File: src/rtl/rng_wb_fetch_master_if.sv
// Wishbone classic bus bundle between the RNG fetch master and the RNG/AES slave.
// Pure wiring: no logic and no added latency.
// Backpressure is carried by the slave holding wbm_ack_i low.
interface rng_wb_fetch_master_if;
   logic        wbm_cyc_o;
   logic        wbm_stb_o;
   logic        wbm_we_o;
   logic [3:0]  wbm_sel_o;
   logic [31:0] wbm_adr_o;
   logic [31:0] wbm_dat_o;
   logic [31:0] wbm_dat_i;
   logic        wbm_ack_i;

   modport master (
      output wbm_cyc_o, wbm_stb_o, wbm_we_o, wbm_sel_o, wbm_adr_o, wbm_dat_o,
      input  wbm_dat_i, wbm_ack_i
   );

   modport slave (
      input  wbm_cyc_o, wbm_stb_o, wbm_we_o, wbm_sel_o, wbm_adr_o, wbm_dat_o,
      output wbm_dat_i, wbm_ack_i
   );
endinterface

File: src/rtl/rng_wb_fetch_master.sv
// Wishbone master that triggers the RNG, then reads X/Y/Z per sample into an output FWFT FIFO.
// Bus outputs are registered, so a cycle begins one clock after its decision; FIFO data is visible the cycle after the read ack.
// A read starts only when the FIFO has a free slot; a stalled m_ready parks the FSM in WAITSP with cyc low.
// Optional ack timeout with abort is enabled by defining RNG_WBM_TIMEOUT_EN.
module rng_wb_fetch_master #(
   parameter logic [31:0] BASE_ADR   = 32'h3000_0000,
   parameter int          FIFO_DEPTH = 8,
   parameter int          TIMEOUT    = 16
) (
   input  logic                  wb_clk_i,
   input  logic                  rst,
   input  logic                  start,
   input  logic [7:0]            burst_len,
   rng_wb_fetch_master_if.master wb,
   output logic                  m_valid,
   input  logic                  m_ready,
   output logic [31:0]           m_data,
   output logic                  busy,
   output logic                  done,
   output logic                  err
);
   localparam int          AW       = $clog2(FIFO_DEPTH);
   localparam int          CW       = AW + 1;
   localparam logic [31:0] ADR_TRIG = BASE_ADR + 32'h818;
   localparam logic [31:0] ADR_X    = BASE_ADR + 32'h81C;

   // Reject depths the pointer arithmetic cannot handle and a zero timeout.
   generate
      if (FIFO_DEPTH < 4 || (FIFO_DEPTH & (FIFO_DEPTH - 1)) != 0 || TIMEOUT < 1) begin : g_bad_param
         $error("rng_wb_fetch_master: FIFO_DEPTH must be a power of 2 >= 4 and TIMEOUT >= 1");
      end
   endgenerate

   typedef enum logic [2:0] {
      S_IDLE, S_TRIG, S_GAP, S_WAITSP, S_RD, S_ABORT
   } state_t;

   state_t      state_q, state_d;
   logic [7:0]  cnt_q, cnt_d;
   logic [1:0]  rd_idx_q, rd_idx_d;
   logic        last_q, last_d;
   logic        cyc_q, cyc_d;
   logic        we_q, we_d;
   logic [3:0]  sel_q, sel_d;
   logic [31:0] adr_q, adr_d;
   logic [31:0] dat_q, dat_d;
   logic        busy_q, busy_d;
   logic        done_q, done_d;

   logic [31:0]   mem_q [FIFO_DEPTH];
   logic [AW-1:0] wr_ptr_q, wr_ptr_d;
   logic [AW-1:0] rd_ptr_q, rd_ptr_d;
   logic [CW-1:0] fcnt_q, fcnt_d;

   logic ack;
   logic push;
   logic pop;
   logic fifo_free;
   logic tmo_hit;

   // An ack only counts while our own cycle is open; the slave's repeated ack lands in GAP.
   assign ack       = cyc_q & wb.wbm_ack_i;
   assign push      = (state_q == S_RD) & ack;
   assign pop       = m_valid & m_ready;
   assign fifo_free = (fcnt_q != CW'(FIFO_DEPTH));

`ifdef RNG_WBM_TIMEOUT_EN
   localparam int TW = $clog2(TIMEOUT + 1);
   logic [TW-1:0] tmo_q, tmo_d;
   logic          err_q, err_d;

   // Cycles spent with cyc high; restarts whenever the bus goes idle.
   always_comb begin
      tmo_d = cyc_q ? tmo_q + TW'(1) : '0;
   end

   assign tmo_hit = cyc_q & ~wb.wbm_ack_i & (tmo_q == TW'(TIMEOUT - 1));
   assign err     = err_q;

   // Timeout counter and sticky error flag.
   always_ff @(posedge wb_clk_i) begin
      if (rst) begin
         tmo_q <= '0;
         err_q <= 1'b0;
      end else begin
         tmo_q <= tmo_d;
         err_q <= err_d;
      end
   end
`else
   assign tmo_hit = 1'b0;
   assign err     = 1'b0;
`endif

   // Next-state and next-output decisions for the fetch sequence.
   always_comb begin
      state_d  = state_q;
      cnt_d    = cnt_q;
      rd_idx_d = rd_idx_q;
      last_d   = last_q;
      cyc_d    = cyc_q;
      we_d     = we_q;
      sel_d    = sel_q;
      adr_d    = adr_q;
      dat_d    = dat_q;
      busy_d   = busy_q;
      done_d   = 1'b0;
`ifdef RNG_WBM_TIMEOUT_EN
      err_d    = err_q;
`endif
      case (state_q)
         S_IDLE: begin
            if (start) begin
               if (burst_len != 8'd0) begin
                  cnt_d   = burst_len;
                  busy_d  = 1'b1;
                  state_d = S_TRIG;
                  cyc_d   = 1'b1;
                  we_d    = 1'b1;
                  sel_d   = 4'hF;
                  adr_d   = ADR_TRIG;
                  dat_d   = 32'h1;
`ifdef RNG_WBM_TIMEOUT_EN
                  err_d   = 1'b0;
`endif
               end else begin
                  done_d = 1'b1;
               end
            end
         end
         S_TRIG, S_RD: begin
            if (tmo_hit || ack) begin
               cyc_d = 1'b0;
               we_d  = 1'b0;
               sel_d = 4'h0;
               adr_d = 32'h0;
               dat_d = 32'h0;
            end
            if (tmo_hit) begin
               state_d = S_ABORT;
               busy_d  = 1'b0;
               done_d  = 1'b1;
`ifdef RNG_WBM_TIMEOUT_EN
               err_d   = 1'b1;
`endif
            end else if (ack) begin
               state_d = S_GAP;
               if (state_q == S_TRIG) begin
                  rd_idx_d = 2'd0;
                  last_d   = 1'b0;
               end else begin
                  last_d   = (rd_idx_q == 2'd2);
                  rd_idx_d = (rd_idx_q == 2'd2) ? 2'd0 : rd_idx_q + 2'd1;
               end
            end
         end
         S_GAP: begin
            if (last_q) begin
               last_d = 1'b0;
               cnt_d  = cnt_q - 8'd1;
               if (cnt_q == 8'd1) begin
                  state_d = S_IDLE;
                  busy_d  = 1'b0;
                  done_d  = 1'b1;
               end else begin
                  state_d = S_TRIG;
                  cyc_d   = 1'b1;
                  we_d    = 1'b1;
                  sel_d   = 4'hF;
                  adr_d   = ADR_TRIG;
                  dat_d   = 32'h1;
               end
            end else begin
               state_d = S_WAITSP;
            end
         end
         S_WAITSP: begin
            if (fifo_free) begin
               state_d = S_RD;
               cyc_d   = 1'b1;
               we_d    = 1'b0;
               sel_d   = 4'hF;
               adr_d   = ADR_X + {28'd0, rd_idx_q, 2'b00};
               dat_d   = 32'h0;
            end
         end
         S_ABORT: begin
            state_d = S_IDLE;
         end
         default: begin
            state_d = S_IDLE;
         end
      endcase
   end

   // FSM state and registered bus/status outputs.
   always_ff @(posedge wb_clk_i) begin
      if (rst) begin
         state_q  <= S_IDLE;
         cnt_q    <= 8'd0;
         rd_idx_q <= 2'd0;
         last_q   <= 1'b0;
         cyc_q    <= 1'b0;
         we_q     <= 1'b0;
         sel_q    <= 4'h0;
         adr_q    <= 32'h0;
         dat_q    <= 32'h0;
         busy_q   <= 1'b0;
         done_q   <= 1'b0;
      end else begin
         state_q  <= state_d;
         cnt_q    <= cnt_d;
         rd_idx_q <= rd_idx_d;
         last_q   <= last_d;
         cyc_q    <= cyc_d;
         we_q     <= we_d;
         sel_q    <= sel_d;
         adr_q    <= adr_d;
         dat_q    <= dat_d;
         busy_q   <= busy_d;
         done_q   <= done_d;
      end
   end

   // FIFO pointer/occupancy update; pointers wrap naturally at the power-of-2 depth.
   always_comb begin
      wr_ptr_d = wr_ptr_q;
      rd_ptr_d = rd_ptr_q;
      if (push) wr_ptr_d = wr_ptr_q + AW'(1);
      if (pop)  rd_ptr_d = rd_ptr_q + AW'(1);
      fcnt_d = fcnt_q + CW'(push) - CW'(pop);
   end

   // FIFO pointers and occupancy.
   always_ff @(posedge wb_clk_i) begin
      if (rst) begin
         wr_ptr_q <= '0;
         rd_ptr_q <= '0;
         fcnt_q   <= '0;
      end else begin
         wr_ptr_q <= wr_ptr_d;
         rd_ptr_q <= rd_ptr_d;
         fcnt_q   <= fcnt_d;
      end
   end

   // FIFO storage; contents are only meaningful between the pointers, so no reset.
   always_ff @(posedge wb_clk_i) begin
      if (push) mem_q[wr_ptr_q] <= wb.wbm_dat_i;
   end

   assign m_valid      = (fcnt_q != '0);
   assign m_data       = mem_q[rd_ptr_q];
   assign busy         = busy_q;
   assign done         = done_q;
   assign wb.wbm_cyc_o = cyc_q;
   assign wb.wbm_stb_o = cyc_q;
   assign wb.wbm_we_o  = we_q;
   assign wb.wbm_sel_o = sel_q;
   assign wb.wbm_adr_o = adr_q;
   assign wb.wbm_dat_o = dat_q;
endmodule

File: src/flat_wrapper.sv
// flat-port wrapper written by rule: the top's interface ports become plain ports
module rng_wb_fetch_master_flat 
#(
   parameter logic [31:0] BASE_ADR   = 32'h3000_0000,
   parameter int          FIFO_DEPTH = 8,
   parameter int          TIMEOUT    = 16
)
  (wb_clk_i, rst, start, burst_len, m_valid, m_ready, m_data, busy, done, err, wb_wbm_cyc_o, wb_wbm_stb_o, wb_wbm_we_o, wb_wbm_sel_o, wb_wbm_adr_o, wb_wbm_dat_o, wb_wbm_dat_i, wb_wbm_ack_i);
  rng_wb_fetch_master_if wb_i ();
  input  logic wb_clk_i;
  input  logic rst;
  input  logic start;
  input  logic [7:0] burst_len;
  output logic m_valid;
  input  logic m_ready;
  output logic [31:0] m_data;
  output logic busy;
  output logic done;
  output logic err;
  output wire logic [$bits(wb_i.wbm_cyc_o)-1:0] wb_wbm_cyc_o;
  output wire logic [$bits(wb_i.wbm_stb_o)-1:0] wb_wbm_stb_o;
  output wire logic [$bits(wb_i.wbm_we_o)-1:0] wb_wbm_we_o;
  output wire logic [$bits(wb_i.wbm_sel_o)-1:0] wb_wbm_sel_o;
  output wire logic [$bits(wb_i.wbm_adr_o)-1:0] wb_wbm_adr_o;
  output wire logic [$bits(wb_i.wbm_dat_o)-1:0] wb_wbm_dat_o;
  input wire logic [$bits(wb_i.wbm_dat_i)-1:0] wb_wbm_dat_i;
  input wire logic [$bits(wb_i.wbm_ack_i)-1:0] wb_wbm_ack_i;
  assign wb_wbm_cyc_o = wb_i.wbm_cyc_o;
  assign wb_wbm_stb_o = wb_i.wbm_stb_o;
  assign wb_wbm_we_o = wb_i.wbm_we_o;
  assign wb_wbm_sel_o = wb_i.wbm_sel_o;
  assign wb_wbm_adr_o = wb_i.wbm_adr_o;
  assign wb_wbm_dat_o = wb_i.wbm_dat_o;
  assign wb_i.wbm_dat_i = wb_wbm_dat_i;
  assign wb_i.wbm_ack_i = wb_wbm_ack_i;
  rng_wb_fetch_master #(.BASE_ADR(BASE_ADR), .FIFO_DEPTH(FIFO_DEPTH), .TIMEOUT(TIMEOUT)) u_core (.wb_clk_i(wb_clk_i), .rst(rst), .start(start), .burst_len(burst_len), .wb(wb_i), .m_valid(m_valid), .m_ready(m_ready), .m_data(m_data), .busy(busy), .done(done), .err(err));
endmodule
File: config.mk
export PLATFORM = sky130hd
export DESIGN_NAME = rng_wb_fetch_master_flat
export DESIGN_NICKNAME = d
export VERILOG_FILES = /design/src/rtl/rng_wb_fetch_master_if.sv /design/src/rtl/rng_wb_fetch_master.sv /design/src/flat_wrapper.sv
export SDC_FILE = /design/constraint.sdc
export NUM_CORES = 1
export LEC_CHECK = 0
export ABC_CLOCK_PERIOD_IN_PS = 5200
export BUFFER_PORTS_ARGS = -buffer_cell sky130_fd_sc_hd__buf_2
export CORE_MARGIN = 2
export CORE_UTILIZATION = 55
export CTS_BUF_LIST = sky130_fd_sc_hd__clkbuf_8 sky130_fd_sc_hd__clkbuf_16
export CTS_CLUSTER_DIAMETER = 40
export CTS_CLUSTER_SIZE = 8
export DETAILED_ROUTE_END_ITERATION = 6
export GPL_ROUTABILITY_DRIVEN = 0
export GPL_TIMING_DRIVEN = 0
export PLACE_DENSITY_LB_ADDON = 0.12
export RECOVER_POWER = 100
export SKIP_LAST_GASP = 1
export SYNTH_ARGS = -nofsm -noshare
export SYNTH_HDL_FRONTEND = slang
export SYNTH_SLANG_ARGS = --single-unit
File: constraint.sdc
create_clock -name wb_clk_i -period 5.2 [get_ports wb_clk_i]
set_input_delay 0 -clock wb_clk_i [delete_from_list [all_inputs] [get_ports wb_clk_i]]
set_output_delay 0 -clock wb_clk_i [all_outputs]
set_load 0.005 [all_outputs]
### Word-level counts from Yosys, hierarchy flattened

Memory sizes are Yosys's and may differ from the RTL's. A register that Yosys moved wholly into a read port is not among the register bits.
Index checks and enable logic that the tools add are counted.

* register bits after elaboration: 96
* bits of input ports: 45
* memories: 1
* output and inout port bits: 107
* bits in writable memories: 256

* mux-type cells: 57
* bitwise logic cells: 3
* reductions and logical operators: 13
* equal/unequal tests: 14
* add/sub/neg operators: 7

Memory list
* u_core.mem_q: words 8, bits a word 32, rd ports 1, clocked after memory_dff 1, write ports 1, line rng_wb_fetch_master.sv:50 `logic [31:0] mem_q [FIFO_DEPTH];`

Operators by type and width (number)
* $mux W32: 11
* $pmux W32 S4: 2
* $add A30 B4 Y31 const A: 1
* $mux W4: 6
* $mux W8: 3
* $mux W1: 18
* $mux W3: 6
* $pmux W4 S4: 1
* $pmux W8 S2: 1
* $pmux W3 S4: 1
* $ne A2 B1 Y1 const B: 5
* $eq A8 B1 Y1 const B: 1
* $pmux W1 S4: 2
* $reduce_and A4 Y1: 2
* $reduce_bool A4 Y1: 2
* $reduce_bool A8 Y1: 1
* $sub A8 B1 Y8 const B: 1
* $reduce_and A7 Y1: 1
* $add A3 B1 Y3 const B: 2
* $eq A3 B2 Y1 const B: 2
* $mux W2: 3
* $pmux W1 S2: 3
* $reduce_and A5 Y1: 1
* $add A4 B1 Y4: 1
* 12 further kinds: 17

### Longest topological paths before layout

Gate-level depths: netlist (run 1).

* word-level depth: 4
* depth in mapped cells: 12
* mapped depth without buffers: 12

### Worst setup path before layout (run 1)

No wires, ideal clock.

* path type: reg2reg
* from: register u_core.state_q[1]
* to: memory u_core.mem_q[0][0] (enable)
* path buffers: 1
* arrival time: 3.898 ns
* period minus slack after synthesis: 4.399 ns
* required time: 4.699 ns
* slack: 0.801 ns
* setup time: 0.501 ns
* stages on the path, launching flop included: 5
* cell sequence: dfxtp_1 > buf_2 > and3b_1 > nand2_1 > nor4_1

* longest elaborated chain between the ends: 4

Ends and longest elaborated chain
* start: declaration: line rng_wb_fetch_master.sv:38 `state_t state_q, state_d;`
* start signal: assignment: line rng_wb_fetch_master.sv:211 `state_q <= state_d;`
* $eq A3 B3 Y1: line rng_wb_fetch_master.sv:63 `assign push = (state_q == S_RD) & ack;`
* $and A1 B1 Y1: line rng_wb_fetch_master.sv:63
* $mux W1: line rng_wb_fetch_master.sv:249 `if (push) mem_q[wr_ptr_q] <= wb.wbm_dat_i;`
* $mux W1 (not written as such): line rng_wb_fetch_master.sv:249
* end: declaration: line rng_wb_fetch_master.sv:50

No other way between the ends.

### Worst setup path in the final report (run 1)

* from: register u_core.state_q[1]
* to: memory u_core.mem_q[7][15] (enable)

* longest elaborated chain between the ends: 4

Ends and longest elaborated chain
* $eq A3 B3 Y1: line rng_wb_fetch_master.sv:63
* $and A1 B1 Y1: line rng_wb_fetch_master.sv:63
* via u_core.push: line rng_wb_fetch_master.sv:56 `logic push;`
* $mux W1: line rng_wb_fetch_master.sv:249
* $mux W1 (not written as such): line rng_wb_fetch_master.sv:249

The timed path passes the listed nets, and every way through them passes these cells.

==> results_tabular.tex, run 1 <==
\begin{tabular}{lr}
\hline
Metric & Value \\
\hline
\multicolumn{2}{l}{\textbf{Run status}} \\
\quad Status & finished with violations \\
\quad Violated checks & capacitance limit, slew limit \\
\multicolumn{2}{l}{\textbf{Final layout}} \\
\quad Number of antenna cells inserted & 0 \\
\quad Area of all sequential standard cells & 8408 um2 \\
\quad Post-route non-filler standard cell count & 1,224 \\
\quad Post-layout net count & 992 \\
\quad Final instance area & 14,800 um2 \\
\quad Synthesis-to-layout area growth & 22.56\% \\
\quad Fraction of final layout cells sized beyond drive strength 1 & 0.2945 \\
\quad Area used by multi-input combinational logic & 3164 um2 \\
\quad Count of filler cells inserted in the layout & 1,468 \\
\multicolumn{2}{l}{\textbf{Yosys}} \\
\quad Post-Syn Area & 12,080 um2 \\
\quad Average cell area after synthesis & 18.03 um2 \\
\quad Seq cells post-synth & 292 \\
\quad Number of enable flip-flop cells after synthesis & 256 \\
\quad Portion of the post-synthesis area used by sequential elements & 0.6961 \\
\quad Post-Syn Instances & 670 \\
\quad Dominant cells by area after synthesis & sky130\_fd\_sc\_hd\_\_edfxtp\_1, sky130\_fd\_sc\_hd\_\_mux4\_2, sky130\_fd\_sc\_hd\_\_dfxtp\_1 \\
\quad Cell accounting for the most synthesized area & sky130\_fd\_sc\_hd\_\_edfxtp\_1 \\
\quad Warning count from the yosys run & 0 \\
\quad Top cells by count, synth & sky130\_fd\_sc\_hd\_\_edfxtp\_1, sky130\_fd\_sc\_hd\_\_buf\_4, sky130\_fd\_sc\_hd\_\_mux4\_2 \\
\quad Most frequently used flop master after synthesis & sky130\_fd\_sc\_hd\_\_edfxtp\_1 \\
\quad Most frequent cell after synthesis & sky130\_fd\_sc\_hd\_\_edfxtp\_1 \\
\quad Count of cell types in the netlist & 54 \\
\quad Share of the synthesized area in the top cell type & 0.6364 \\
\quad Share of flip-flops with an asynchronous set or reset & 0 \\
\multicolumn{2}{l}{\textbf{STA}} \\
\quad Final setup violating endpoints & 0 \\
\quad Worst Hold Slack & 355.1 ps \\
\quad Setup repair after global routing missed its margin & no \\
\quad Clock Skew & 12.44 ps \\
\quad Count of pins over their slew limit & 51 \\
\quad Final setup margin & 1466 ps \\
\quad Crit share post-route & 0.7182 \\
\quad Maximum clock frequency & 267.8 MHz \\
\quad Final hold violation count & 0 \\
\quad Tightest slew margin relative to the limit & -0.9833 \\
\quad Worst Max-Slew Pin Slew & 2900 ps \\
\quad Min Tclk post-route & 3734 ps \\
\multicolumn{2}{l}{\textbf{Worst setup path}} \\
\quad Setup CP Type & reg -> reg \\
\quad Capturing element type of the critical path & flop \\
\quad Peak fanout along the critical path & 20 \\
\quad Setup crit start kind & flop \\
\quad Data required time at the worst endpoint & 5420 ps \\
\quad Arr. time, crit path & 3960 ps \\
\multicolumn{2}{l}{\textbf{Clock tree}} \\
\quad CTS tree & yes \\
\quad Clock edge transition at the registers on the reported setup and hold paths & 50 ps \\
\quad Buffer levels on the longest clock path & 3 \\
\quad Clk\_lat worst skew & 530 ps \\
\quad Clock tree sinks & 292 \\
\quad Clock root cell & sky130\_fd\_sc\_hd\_\_clkbuf\_16 \\
\quad CTS HTree Levels & 2 \\
\quad Number of CTS-inserted buffers & 44 \\
\quad \# resized after CTS & 0 \\
\quad Post-CTS setup repair buffer count & 0 \\
\multicolumn{2}{l}{\textbf{Routing}} \\
\quad Vias after detailed routing & 6,643 \\
\quad Count of unresolved DRC violations after routing & 0 \\
\quad Detail-routed net length per standard cell & 20.11 um \\
\quad Length of the first detailed-routing pass in iterations & 5 \\
\quad Final antenna-violating net count & 0 \\
\quad Detail-routed via count per cell & 5.427 \\
\quad Post-Route WL & 24,620 um \\
\quad Iteration-0 DRC Markers & 529 \\
\multicolumn{2}{l}{\textbf{Job}} \\
\quad Max Cap Violations & 4 \\
\multicolumn{2}{l}{\textbf{Place}} \\
\quad Count of buffers inserted at the top-level ports & 94 \\
\quad Count of placed standard cells including taps & 1,123 \\
\quad DP Worst Slack & 2433 ps \\
\quad Total cell area at the placement stage & 13,460 um2 \\
\quad Detail Placement HPWL & 15,710 um \\
\multicolumn{2}{l}{\textbf{Floorplan}} \\
\quad Number of placed I/O pins & 152 \\
\quad Floorplan die area & 23,160 um2 \\
\quad Die Ht & 152.2 um \\
\quad Initial core utilization & 0.5569 \\
\quad Placeable core region & 21,690 um2 \\
\quad Standard-cell row count & 54 \\
\quad Width of the die & 152.2 um \\
\multicolumn{2}{l}{\textbf{GRT}} \\
\quad Number of antenna violations at the first check in global routing & 0 \\
\quad Gr usage total & 0.2143 \\
\quad Maximum number of pins on one net before global-route repair & 23 \\
\quad Global-route wire length before repair & 38,420 um \\
\quad GR Overflow Total & 0 \\
\quad Via count of the first global-routing pass & 7,060 \\
\multicolumn{2}{l}{\textbf{Power and ir drop}} \\
\quad Static leakage & 5.227 nW \\
\quad Total power density per cell area & 451.8 nW/um2 \\
\quad Peak VDD IR & 246.1 uV \\
\multicolumn{2}{l}{\textbf{Min path}} \\
\quad Class of the tightest hold or removal check & in -> reg \\
\hline
\end{tabular}
## worst max-delay path, stage by stage, from the launching register on
cell	delay, ps
sky130_fd_sc_hd__dfxtp_1	340
sky130_fd_sc_hd__clkbuf_1	250
sky130_fd_sc_hd__and3b_1	280
sky130_fd_sc_hd__nand2_1	180
sky130_fd_sc_hd__inv_1	210
sky130_fd_sc_hd__nand2_1	140
sky130_fd_sc_hd__nor2_1	1800
sky130_fd_sc_hd__buf_16	220
## stage by stage
stage          total power [mW]  TNS, ps    util
2_1_floorplan             3.852        0       -
3_3_place_gp              4.241  -179610  0.6045
3_5_place_dp              4.292        0  0.6207
4_1_cts                   6.800        0  0.6967
5_1_grt                   6.980        0  0.6826
6_report                  6.688        0  0.6826
## worst paths after layout
check	startpoint	endpoint	slack [ps]	cells after the start
max	u_core.state_q[1]$_SDFFE_PP0P_	u_core.mem_q[7][15]$_DFFE_PP_	1470	7
min	m_ready	flop	360	4
min reg2reg	u_core.rd_ptr_q[1]$_SDFFE_PP0P_	flop	480	2
max reg2reg	u_core.state_q[1]$_SDFFE_PP0P_	u_core.mem_q[7][15]$_DFFE_PP_	1470	7
## registers in the layout (all words and copies together), names as in the netlist, 2 cells and up, named ones only
signal and flops:
u_core.fcnt_q 4, u_core.cnt_q 8, u_core.wr_ptr_q 3, u_core.mem_q 256
u_core.rd_idx_q 2, u_core.rd_ptr_q 3, u_core.wb.wbm_adr_o 5, u_core.state_q 3
## kinds of logic after synthesis
family,share of synthesized area
AOI/OAI and AO/OA,0.02952
and+or+nand+nor,0.04340
adders and majority gates,0.01512
DFF,0.6961
buffers and inverters,0.05500
other,0.0003105
muxes,0.1562
xor gates and xnor gates,0.004350
## where the power goes
part	switching (mW)	internal [mW]	total, mW
Combinational	0.742	0.793	1.54
Sequential	0.0566	2.63	2.68
Clock	0.921	1.55	2.47
## repair_timing
action / 4_1_cts / 5_1_grt
setup endpoints to repair: 0 / 0
endpoints found under the hold margin: 274 / 0
hold buffers: 44 / 0
## final cells by class
cell class	instances	area share
clock buffer	47	0.07792
tap	280	0.02366
sequential	292	0.5680
inverter	16	0.004057
timing repair buffer	161	0.06880
clock inverter	10	0.003634
multi-input combinational	326	0.2137
buffer	92	0.04023
## layout by cell type, fill, tap and decap left out, drive strengths merged, types with 4 or more instances in the layout
cell,netlist,final
a211oi,5,5
a21oi,23,23
buf,77,116
clkbuf,15,140
clkinv,0,4
conb,1,57
dfxtp,36,36
dlygate4sd3,0,44
edfxtp,256,256
ha,13,13
inv,16,21
mux2,37,37
mux4,64,64
nand2,15,15
nand2b,6,6
nor2,26,26
nor2b,9,9
nor3,13,13
o21a,4,4
o21ai,7,7
or2,6,6
xor2,4,4
## layer usage
layer  vias to the layer above  track usage  share of wire
met5                         -            0              0
met4                         0      0.06854          0.017
met3                        41      0.03726          0.057
met2                       244       0.3674           0.52
met1                      3348       0.2829           0.41
li1                       3010            -              -
(Power assumes the default switching activity.)
==> run 2: changes to the inputs <==
--- a/config.mk
+++ b/config.mk
@@ -5,10 +5,10 @@
 export SDC_FILE = /design/constraint.sdc
 export NUM_CORES = 1
 export LEC_CHECK = 0
-export ABC_CLOCK_PERIOD_IN_PS = 5200
+export ABC_CLOCK_PERIOD_IN_PS = 3400
 export BUFFER_PORTS_ARGS = -buffer_cell sky130_fd_sc_hd__buf_2
 export CORE_MARGIN = 2
-export CORE_UTILIZATION = 55
+export CORE_UTILIZATION = 52
 export CTS_BUF_LIST = sky130_fd_sc_hd__clkbuf_8 sky130_fd_sc_hd__clkbuf_16
 export CTS_CLUSTER_DIAMETER = 40
 export CTS_CLUSTER_SIZE = 8
==> constraint.sdc (replaced) <==
create_clock -name wb_clk_i -period 3.4 [get_ports wb_clk_i]
set_input_delay 0 -clock wb_clk_i [delete_from_list [all_inputs] [get_ports wb_clk_i]]
set_output_delay 0 -clock wb_clk_i [all_outputs]
set_load 0.005 [all_outputs]
==> results_tabular.tex, run 2 (synthesized netlist as in run 1, its figures left out) <==
\begin{tabular}{lr}
\hline
Metric & Value \\
\hline
\multicolumn{2}{l}{\textbf{Clock tree}} \\
\quad Clk\_lat worst skew & 530 ps (about the same) \\
\quad CTS HTree Levels & 2 (unchanged) \\
\quad Clock edge transition at the registers on the reported setup and hold paths & 50 ps (about the same) \\
\quad CTS tree & yes \\
\quad Clock root cell & sky130\_fd\_sc\_hd\_\_clkbuf\_16 \\
\quad Number of CTS-inserted buffers & 44 (unchanged) \\
\quad Post-CTS setup repair buffer count & 0 (unchanged) \\
\quad Number of hold buffers added after cts & 45 (+2.3\%) \\
\quad \# resized after CTS & 0 (unchanged) \\
\quad Clock tree sinks & 292 (unchanged) \\
\quad Buffer levels on the longest clock path & 3 (unchanged) \\
\multicolumn{2}{l}{\textbf{STA}} \\
\quad Crit share post-route & 0.9205 (+0.2024) \\
\quad Setup repair after global routing missed its margin & no \\
\quad Count of pins over their slew limit & 0 (-100\%) \\
\quad Tightest slew margin relative to the limit & 0.05585 (+1.039) \\
\quad Worst Max-Slew Pin Slew & 1405 ps (-1495 ps) \\
\quad Min Tclk post-route & 3130 ps (-604.6 ps) \\
\quad Maximum clock frequency & 319.5 MHz (+19\%) \\
\quad Final hold violation count & 0 (unchanged) \\
\quad Final setup violating endpoints & 0 (unchanged) \\
\quad Clock Skew & 14.89 ps (+2.452 ps) \\
\quad Final setup margin & 270.2 ps (-1195 ps) \\
\multicolumn{2}{l}{\textbf{Power and ir drop}} \\
\quad Total power density per cell area & 685.0 nW/um2 (+52\%) \\
\quad Peak VDD IR & 405.6 uV (+65\%) \\
\quad Static leakage & 5.322 nW (+1.8\%) \\
\multicolumn{2}{l}{\textbf{Routing}} \\
\quad Count of unresolved DRC violations after routing & 0 (unchanged) \\
\quad Iteration-0 DRC Markers & 486 (-8.1\%) \\
\quad Post-Route WL & 24,200 um (-1.7\%) \\
\quad Vias after detailed routing & 6,686 (+0.65\%) \\
\quad Detail-routed net length per standard cell & 19.61 um (-2.5\%) \\
\quad Detail-routed via count per cell & 5.418 (-0.17\%) \\
\quad Final antenna-violating net count & 0 (unchanged) \\
\quad Length of the first detailed-routing pass in iterations & 4 (-1) \\
\multicolumn{2}{l}{\textbf{Final layout}} \\
\quad Count of filler cells inserted in the layout & 1,620 (+10\%) \\
\quad Post-layout net count & 990 (-0.20\%) \\
\quad Commonest non-fill, non-tap cells in the layout & sky130\_fd\_sc\_hd\_\_edfxtp\_1, sky130\_fd\_sc\_hd\_\_clkbuf\_1, sky130\_fd\_sc\_hd\_\_mux4\_2, sky130\_fd\_sc\_hd\_\_buf\_4, sky130\_fd\_sc\_hd\_\_conb\_1 \\
\quad Most flops, register & u\_core.mem\_q \\
\quad Area used by multi-input combinational logic & 3214 um2 (+1.6\%) \\
\quad Most common cell after layout, fill and taps aside & sky130\_fd\_sc\_hd\_\_edfxtp\_1 \\
\quad Final instance area & 14,960 um2 (+1.1\%) \\
\quad Post-route non-filler standard cell count & 1,234 (+0.82\%) \\
\quad Area of all sequential standard cells & 8408 um2 (unchanged) \\
\quad Largest register FFs & 256 (unchanged) \\
\quad Synthesis-to-layout area growth & 23.87\% \\
\quad Fraction of final layout cells sized beyond drive strength 1 & 0.3031 (+0.008571) \\
\multicolumn{2}{l}{\textbf{Floorplan}} \\
\quad Width of the die & 156.4 um (+2.8\%) \\
\quad Initial core utilization & 0.5319 (-0.02504) \\
\quad Placeable core region & 22,710 um2 (+4.7\%) \\
\quad Floorplan die area & 24,460 um2 (+5.6\%) \\
\quad Die Ht & 156.4 um (+2.8\%) \\
\quad Standard-cell row count & 55 (+1.9\%) \\
\quad Number of placed I/O pins & 152 (unchanged) \\
\multicolumn{2}{l}{\textbf{Worst setup path}} \\
\quad Capturing element type of the critical path & flop \\
\quad Arr. time, crit path & 3330 ps (-630 ps) \\
\quad Setup crit start kind & flop \\
\quad Top Family by Delay on Critical Path & simple AND/OR/NAND/NOR gates \\
\quad Critical path cell sequence & clkbuf\_1 > and3b\_1 > nand2\_1 > nor3\_1 > buf\_6 > clkbuf\_2 \\
\quad Highest-delay cell along the critical path & sky130\_fd\_sc\_hd\_\_nor3\_1 \\
\quad Setup CP Type & reg -> reg \\
\quad Biggest cell delay along the critical path & 1180 ps (-620 ps) \\
\quad Data required time at the worst endpoint & 3610 ps (-1810 ps) \\
\quad Buffers and inverters on the worst path & 3 (unchanged) \\
\quad Peak fanout along the critical path & 10 (-50\%) \\
\multicolumn{2}{l}{\textbf{Place}} \\
\quad DP Worst Slack & 419.3 ps (-2014 ps) \\
\quad Count of buffers inserted at the top-level ports & 94 (unchanged) \\
\quad Total cell area at the placement stage & 13,480 um2 (+0.12\%) \\
\quad Count of placed standard cells including taps & 1,125 (+0.18\%) \\
\quad Detail Placement HPWL & 15,350 um (-2.3\%) \\
\multicolumn{2}{l}{\textbf{GRT}} \\
\quad Global-route wire length before repair & 37,540 um (-2.3\%) \\
\quad GR Overflow Total & 0 (unchanged) \\
\quad Maximum number of pins on one net before global-route repair & 23 (unchanged) \\
\quad Gr usage total & 0.2033 (-0.01099) \\
\quad Number of antenna violations at the first check in global routing & 2 (+2) \\
\quad Via count of the first global-routing pass & 6,979 (-1.1\%) \\
\multicolumn{2}{l}{\textbf{Run status}} \\
\quad Status & finished clean \\
\multicolumn{2}{l}{\textbf{Min path}} \\
\quad Class of the tightest hold or removal check & in -> reg \\
\multicolumn{2}{l}{\textbf{Job}} \\
\quad Max Cap Violations & 0 (-4) \\
\hline
\end{tabular}
==> run 2: layout make-up <==
cell class	instances	share of cell area
Multi-Input combinational cell	326	0.2148
Buffer	92	0.04022
Tap cell	285	0.02383
Clock inverter	17	0.006941
Inverter	16	0.004014
Antenna cell	2	0.0003345
Sequential cell	292	0.5620
Timing Repair Buffer	159	0.07259
Clock buffer	45	0.07526
==> run 2: stage by stage <==
step / utilization / TNS [ps] / hold slack [ps] / power (mW)
detailed placement: 0.5936 / 0 / 271.3 / 6.545
finish: 0.6588 / 0 / 371.5 / 10.25
CTS: 0.6675 / 0 / 264.0 / 10.44
global placement: 0.5781 / -429570 / 255.8 / 6.485
global route: 0.6588 / 0 / 384.8 / 10.70
floorplan: - / -16020 / 98.87 / 5.892
==> run 2: worst min-delay path: cells and delay by family <==
kind / cells / cell delay (ps)
buffers and inverters: 2 / 670
AND/OR/NAND/NOR: 1 / 90
AO/OA/AOI/OAI: 1 / 80
==> run 2: routing by layer <==
layer  track usage  share of wire
met3       0.04292          0.060
met2        0.3507           0.51
met4       0.06728          0.025
met1        0.2582           0.40
met5             0              0
==> run 2: where the power goes <==
part / leakage [nW] / total (mW) / internal, mW / switching [mW]
Sequential: 2.59 / 4.10 / 4.02 / 0.0814
Clock: 0.643 / 3.82 / 2.41 / 1.42
Combinational: 2.08 / 2.33 / 1.21 / 1.12
Total: 5.32 / 10.2 / 7.63 / 2.62
==> run 2: final timing paths <==
kind / startpoint / slack, ps / depth (start not counted) / endpoint
min reg2reg: u_core.busy$_SDFFE_PP0P_ / 490 / 2 / u_core.busy$_SDFFE_PP0P_
max reg2reg: u_core.state_q[1]$_SDFFE_PP0P_ / 270 / 6 / u_core.mem_q[2][15]$_DFFE_PP_
min: m_ready / 370 / 4 / flop
max: u_core.state_q[1]$_SDFFE_PP0P_ / 270 / 6 / u_core.mem_q[2][15]$_DFFE_PP_
